--- src/rtl/keypad_pkg.sv ---
// Shared definitions for the keypad emulator: FSM encoding and the
// active-low row/column patterns of the 4x4 matrix.
package keypad_pkg;

  typedef enum logic [1:0] {
    ST_IDLE   = 2'd0,
    ST_BOUNCE = 2'd1,
    ST_HOLD   = 2'd2,
    ST_GAP    = 2'd3
  } state_t;

  localparam logic [3:0] ROW0   = 4'b1110;
  localparam logic [3:0] ROW1   = 4'b1101;
  localparam logic [3:0] ROW2   = 4'b1011;
  localparam logic [3:0] ROW3   = 4'b0111;
  localparam logic [3:0] COL0   = 4'b1110;
  localparam logic [3:0] COL1   = 4'b1101;
  localparam logic [3:0] COL2   = 4'b1011;
  localparam logic [3:0] COL3   = 4'b0111;
  localparam logic [3:0] NO_KEY = 4'b1111;

  // A scanner row drive is only meaningful when exactly one row is pulled low.
  function automatic logic row_is_valid(input logic [3:0] row);
    return (row == ROW0) || (row == ROW1) || (row == ROW2) || (row == ROW3);
  endfunction

endpackage

--- src/rtl/keypad_key_map.sv ---
// Combinational key-code to matrix (row, col) lookup, shared with the scanner side.
module keypad_key_map
  import keypad_pkg::*;
(
  input  logic [3:0] key,
  output logic [3:0] row,
  output logic [3:0] col
);

  // Decode the key code into its active-low row and column patterns
  always_comb begin
    row = NO_KEY;
    col = NO_KEY;
    case (key)
      4'h7: begin row = ROW0; col = COL0; end
      4'h4: begin row = ROW0; col = COL1; end
      4'h1: begin row = ROW0; col = COL2; end
      4'h0: begin row = ROW0; col = COL3; end
      4'h8: begin row = ROW1; col = COL0; end
      4'h5: begin row = ROW1; col = COL1; end
      4'h2: begin row = ROW1; col = COL2; end
      4'hA: begin row = ROW1; col = COL3; end
      4'h9: begin row = ROW2; col = COL0; end
      4'h6: begin row = ROW2; col = COL1; end
      4'h3: begin row = ROW2; col = COL2; end
      4'hB: begin row = ROW2; col = COL3; end
      4'hC: begin row = ROW3; col = COL0; end
      4'hD: begin row = ROW3; col = COL1; end
      4'hE: begin row = ROW3; col = COL2; end
      4'hF: begin row = ROW3; col = COL3; end
      default: begin row = NO_KEY; col = NO_KEY; end
    endcase
  end

endmodule

--- src/rtl/keypad_emulator.sv ---
// Emulates a key press on a scanned 4x4 matrix keypad: contact bounce,
// a hold measured in counted row visits, and a release gap before the next command.
module keypad_emulator
  import keypad_pkg::*;
#(
  parameter int BOUNCE_LEN = 8,
  parameter int GAP_LEN    = 16
) (
  input  logic        clock,
  input  logic        reset,
  input  logic        cmd_valid,
  output logic        cmd_ready,
  input  logic [3:0]  cmd_key,
  input  logic [15:0] cmd_hold,
  input  logic [3:0]  keypadRow,
  output logic [3:0]  keypadCol,
  output logic        busy,
  output logic        done
);

  localparam logic [15:0] BOUNCE_LAST = (BOUNCE_LEN > 0) ? 16'(BOUNCE_LEN - 1) : 16'd0;
  localparam logic [15:0] GAP_LAST    = (GAP_LEN > 0) ? 16'(GAP_LEN - 1) : 16'd0;

  state_t      state_r;
  logic [3:0]  key_r;
  logic [15:0] hold_r;
  logic [3:0]  prev_row_r;
  logic [3:0]  col_r;
  logic [15:0] hit_cnt_r;
  logic [15:0] bounce_cnt_r;
  logic [15:0] gap_cnt_r;
  logic        done_r;

  logic [3:0]  tgt_row_s;
  logic [3:0]  tgt_col_s;
  logic [3:0]  col_next_s;
  logic [15:0] hold_eff_s;
  logic        on_target_s;
  logic        hit_s;
  logic        hold_met_s;

  keypad_key_map u_key_map (
    .key (key_r),
    .row (tgt_row_s),
    .col (tgt_col_s)
  );

  // Row match, visit-edge detection and next column value
  always_comb begin
    on_target_s = row_is_valid(keypadRow) && (keypadRow == tgt_row_s);
    hit_s       = on_target_s && (prev_row_r != tgt_row_s);
    hold_eff_s  = (hold_r == 16'd0) ? 16'd1 : hold_r;
    hold_met_s  = (hit_cnt_r >= hold_eff_s);
    col_next_s  = NO_KEY;
    case (state_r)
      ST_HOLD:   col_next_s = on_target_s ? tgt_col_s : NO_KEY;
      ST_BOUNCE: col_next_s = (on_target_s && !bounce_cnt_r[0]) ? tgt_col_s : NO_KEY;
      default:   col_next_s = NO_KEY;
    endcase
  end

  // Command FSM, counters and registered column return
  always_ff @(posedge clock or posedge reset) begin
    if (reset) begin
      state_r      <= ST_IDLE;
      key_r        <= 4'h0;
      hold_r       <= 16'd0;
      prev_row_r   <= NO_KEY;
      col_r        <= NO_KEY;
      hit_cnt_r    <= 16'd0;
      bounce_cnt_r <= 16'd0;
      gap_cnt_r    <= 16'd0;
      done_r       <= 1'b0;
    end else begin
      prev_row_r <= keypadRow;
      col_r      <= col_next_s;
      done_r     <= 1'b0;
      case (state_r)
        ST_IDLE: begin
          if (cmd_valid) begin
            key_r        <= cmd_key;
            hold_r       <= cmd_hold;
            hit_cnt_r    <= 16'd0;
            bounce_cnt_r <= 16'd0;
            gap_cnt_r    <= 16'd0;
            state_r      <= (BOUNCE_LEN > 0) ? ST_BOUNCE : ST_HOLD;
          end
        end
        ST_BOUNCE: begin
          if (bounce_cnt_r == BOUNCE_LAST) begin
            state_r <= ST_HOLD;
          end else begin
            bounce_cnt_r <= bounce_cnt_r + 16'd1;
          end
        end
        ST_HOLD: begin
          if (hit_s && (hit_cnt_r != 16'hFFFF)) begin
            hit_cnt_r <= hit_cnt_r + 16'd1;
          end
          // Leave only once the scanner has moved off the row, so a visit is never cut short
          if (hold_met_s && !on_target_s) begin
            if (GAP_LEN > 0) begin
              state_r <= ST_GAP;
            end else begin
              state_r <= ST_IDLE;
              done_r  <= 1'b1;
            end
          end
        end
        ST_GAP: begin
          if (gap_cnt_r == GAP_LAST) begin
            state_r <= ST_IDLE;
            done_r  <= 1'b1;
          end else begin
            gap_cnt_r <= gap_cnt_r + 16'd1;
          end
        end
        default: state_r <= ST_IDLE;
      endcase
    end
  end

  assign cmd_ready = (state_r == ST_IDLE);
  assign busy      = (state_r != ST_IDLE);
  assign keypadCol = col_r;
  assign done      = done_r;

endmodule

--- config.mk ---
export PLATFORM = sky130hd
export DESIGN_NAME = keypad_emulator
export DESIGN_NICKNAME = d
export VERILOG_FILES = /design/src/rtl/keypad_pkg.sv /design/src/rtl/keypad_key_map.sv /design/src/rtl/keypad_emulator.sv
export SDC_FILE = /design/constraint.sdc
export NUM_CORES = 1
export LEC_CHECK = 0
export ABC_AREA = 1
export CORE_ASPECT_RATIO = 1.75
export CORE_UTILIZATION = 55
export DETAILED_ROUTE_END_ITERATION = 8
export HOLD_SLACK_MARGIN = 0.08
export PLACE_DENSITY = 0.75
export RECOVER_POWER = 100
export SYNTH_ARGS = -nofsm -noshare
export SYNTH_HDL_FRONTEND = slang
export SYNTH_SLANG_ARGS = --single-unit
--- constraint.sdc ---
create_clock -name clock -period 7.4 [get_ports clock]
set_clock_uncertainty 0.15 [all_clocks]
set_input_delay 1.48 -clock clock [delete_from_list [all_inputs] [get_ports clock]]
set_output_delay 1.48 -clock clock [all_outputs]
set_load 0.1 [all_outputs]
==> flow_summary.ini <==
[timing]
finalSetupTns_ps = 0
finalMaxSlewViolations = 42
final.period_utilization = 0.548
grt_setup_unrepaired = no
maximum_frequency_from_static_timing_analysis_ghz = 0.247
timing.final.hold_violations = 0
final_period_minus_worst_setup_slack_ps = 4050
fin_ws_ps = 3350
worstMarginPinSlew_ps = 1750
max-slew-margin-rel = -0.165
setup_viol = 0

[yosys]
synth.distinct_cells = 40
netlist.area_leader.share = 0.343
area_of_the_mapped_netlist_mm2 = 0.00518
netlist_top_cells_area = sky130_fd_sc_hd__dfrtp_1, sky130_fd_sc_hd__nand2_1, sky130_fd_sc_hd__ha_1, sky130_fd_sc_hd__nand3_1, sky130_fd_sc_hd__inv_1
synth-edff-count = 0
syn_inst = 716
synth.yosys.warnings = 0
synth_nets = 771
ys_seq_area_frac = 0.383
synth-seq-cells = 79
syn_avg_cell_area_um2 = 7.24
synth_top_cell_by_area = sky130_fd_sc_hd__dfrtp_1
share_of_flip_flops_with_an_asynchronous_set_or_reset_after_synthesis = 1.00
yosys_most_used_dff = sky130_fd_sc_hd__dfrtp_1

[critical_path]
critical_path.endpoint_type = output pin
timing.critical_path.slowest_stage_cell = sky130_fd_sc_hd__dlygate4sd3_1
crit_required_ps = 5770
crit_path_frequent_cell = sky130_fd_sc_hd__inv_1
delay_of_the_slowest_cell_on_the_worst_path_ps = 1210
timing.setup.critical_path_class = flip-flop to output pin
cell_chain_critical_path = inv_1 -> ha_1 -> inv_1 -> dlygate4sd3_1
timing.critical_path.arrival_ps = 2420
start_kind = flip-flop
crit_fanout = 5

[clocking]
h-tree-depth = 3
clock_sink_count = 79
hold_buffers = 0
tritoncts = built
cts_post_setup_buffers_inserted = 0
cts-resized-gates = 0
tritoncts.num_buffers = 9
cts_root_buffer = sky130_fd_sc_hd__clkbuf_16
cts_buffer_depth = 2
clock_latency_ps = 340
clkSlewWorstSetupHoldPaths_ps = 60

[floorplanning]
start_util = 0.570
fp.dieArea_mm2 = 0.00983
core_area_mm2 = 0.00909
top_level_ports = 34
die_height_um = 130
die-width_um = 75.4
placementRows = 46

[grt]
antenna_found_initial = 0
gr-total-overflow = 0
global_route.usage.total = 0.273
first_global_vias = 4689
grt_pass1_wl_mm = 20.6
pin_count_of_the_biggest_net_entering_global_routing = 80

[cells_and_area]
finalNonFillerCells = 868
design_area_mm2 = 0.00583
post_route_cells_drive_above_1_share = 0.0615
multi_input_comb_area_mm2 = 0.00274
utilization = 0.641
fillerInstances = 848
layout.area.seq_mm2 = 0.00199
flow.area_growth_from_synthesis_pct = 12.5
nNetsFinal = 798
n_antenna_cell = 0

[pwr]
share_clk_of_total_power = 0.228
pwr-share-seq = 0.323
ir_drop_v = 0.000227
power.static_leakage_uw = 0.00280
power.share.switching = 0.467
comb_power_share = 0.449
switching_power_uw = 850
power_density_over_cell_area_mw_per_mm2 = 312
internal_power_uw = 969

[detailed_routing]
drt-initial-drc-count = 256
post-route-drc-count = 0
routedWlPerCell_um = 14.1
via_per_inst = 5.62
totalWireLength_mm = 12.3
drt.antenna.violating_nets = 0
num_vias = 4875
drt_first_pass_iters = 5

[hold_path]
hold_class = flip-flop to flip-flop

[place]
dpl_cell_area_mm2 = 0.00558
routabilityCongestion = 0.933
pre_cts_ws_ps = 3760
dp_cells = 852
place_hpwl_mm = 8.88
port_buffers = 33

[run_status]
run_status = complete, but fails checks
violations_in_the_final_reports = max-capacitance violations, max-slew violations

[run]
cap_viol_max_count = 1
==> worst max-delay path: cells and delay by family (launching register included) <==
kind / cells / cell delay [ps]
adder cells (fa/ha/maj): 1 / 260
buffers and inverters: 3 / 1410
flip-flops: 1 / 400
==> path summary, 6_finish.rpt <==
path | startpoint | to | slack (ps) | cells after the start
max | state_r[0] | busy | 3350 | 4
min | bounce_cnt_r[14] | bounce_cnt_r[14] | 360 | 2
max reg2reg | key_r[0] | hit_cnt_r[12] | 4220 | 14
min reg2reg | bounce_cnt_r[14] | bounce_cnt_r[14] | 360 | 2
max in group asynchronous | reset | bounce_cnt_r[4] | 4680 | 3
min in group asynchronous | reset | gap_cnt_r[7] | 1780 | 3
==> flip-flops by register name, summed over array words and instances, names as in the netlist <==
register,cells
bounce_cnt_r,16
gap_cnt_r,16
hit_cnt_r,16
hold_r,16
key_r,4
keypadCol,4
prev_row_r,4
state_r,2
done,1
==> synth_stat cells (3+ instances only) <==
cell / n
sky130_fd_sc_hd__dfstp_2: 8
sky130_fd_sc_hd__o21bai_1: 4
sky130_fd_sc_hd__inv_1: 88
sky130_fd_sc_hd__nand2_1: 180
sky130_fd_sc_hd__nor4_1: 10
sky130_fd_sc_hd__nand2_4: 3
sky130_fd_sc_hd__xor2_1: 12
sky130_fd_sc_hd__or2_2: 7
sky130_fd_sc_hd__nor2_1: 67
sky130_fd_sc_hd__o21ai_0: 44
sky130_fd_sc_hd__a21oi_1: 37
sky130_fd_sc_hd__dfrtp_1: 71
sky130_fd_sc_hd__ha_1: 28
sky130_fd_sc_hd__nand3_1: 69
sky130_fd_sc_hd__nand4_1: 22
sky130_fd_sc_hd__nand3b_1: 4
sky130_fd_sc_hd__nand3_2: 3
sky130_fd_sc_hd__nor3_1: 17
sky130_fd_sc_hd__clkbuf_1: 10
==> power groups by stage <==
stage	Sequential, uW	Clock [uW]	Combinational [uW]
after floorplan	638	0	609
after global placement	590	0	807
after detailed placement	595	0	832
after CTS	587	420	837
after global routing	599	435	909
final	587	414	817
==> metal layers <==
metal,global-route usage,vias to the layer above,share of wire
met5,0,-,0
met4,0.124,0,0.030
met3,0.0353,31,0.030
met2,0.489,127,0.54
met1,0.314,2309,0.40
li1,-,2408,-
==> placed cells by master (no fill, tap or decap), types with 2 or more instances in the layout <==
cell	instances
sky130_fd_sc_hd__a21oi_1	38
sky130_fd_sc_hd__a31o_2	2
sky130_fd_sc_hd__clkbuf_16	9
sky130_fd_sc_hd__clkdlybuf4s50_1	20
sky130_fd_sc_hd__clkinv_2	4
sky130_fd_sc_hd__dfrtp_1	71
sky130_fd_sc_hd__dfstp_2	8
sky130_fd_sc_hd__dlygate4sd3_1	13
sky130_fd_sc_hd__ha_1	28
sky130_fd_sc_hd__inv_1	87
sky130_fd_sc_hd__inv_2	2
sky130_fd_sc_hd__nand2_1	182
sky130_fd_sc_hd__nand3_1	69
sky130_fd_sc_hd__nand3_2	3
sky130_fd_sc_hd__nand3b_1	4
sky130_fd_sc_hd__nand4_1	22
sky130_fd_sc_hd__nor2_1	68
sky130_fd_sc_hd__nor2_4	2
sky130_fd_sc_hd__nor3_1	17
sky130_fd_sc_hd__nor3b_1	2
sky130_fd_sc_hd__nor4_1	10
sky130_fd_sc_hd__o21ai_0	44
sky130_fd_sc_hd__o21bai_1	4
sky130_fd_sc_hd__o31ai_1	2
sky130_fd_sc_hd__or2_2	7
sky130_fd_sc_hd__xnor2_1	2
sky130_fd_sc_hd__xor2_1	12
==> layout make-up <==
cell class,instances,area share
Clock buffer,10,0.0410
Clock inverter,6,0.00622
Inverter,90,0.0582
Multi-Input combinational cell,528,0.470
Sequential cell,79,0.341
Tap cell,120,0.0258
Timing Repair Buffer,35,0.0586
==> kinds of logic (layout without fill, tap and decap cells) <==
| family | Yosys count | count (layout) | share of synthesized area |
|---|---|---|---|
| DFF | 79 | 79 | 0.383 |
| AOI/OAI and AO/OA | 96 | 96 | 0.100 |
| and+or+nand+nor | 389 | 389 | 0.339 |
| xor gates and xnor gates | 14 | 14 | 0.0237 |
| buffers and inverters | 109 | 141 | 0.0840 |
| muxes | 1 | 1 | 0.00217 |
| adders and majority gates | 28 | 28 | 0.0676 |
==> metrics by stage <==
| step | power (uW) | hold WS, ps |
|---|---|---|
| after detailed placement | 1430 | 354 |
| after global routing | 1940 | 387 |
| after floorplan | 1250 | 319 |
| after CTS | 1840 | 368 |
| final | 1820 | 363 |
| after global placement | 1400 | 343 |
Note: power is estimated with default switching activity, not from simulation.
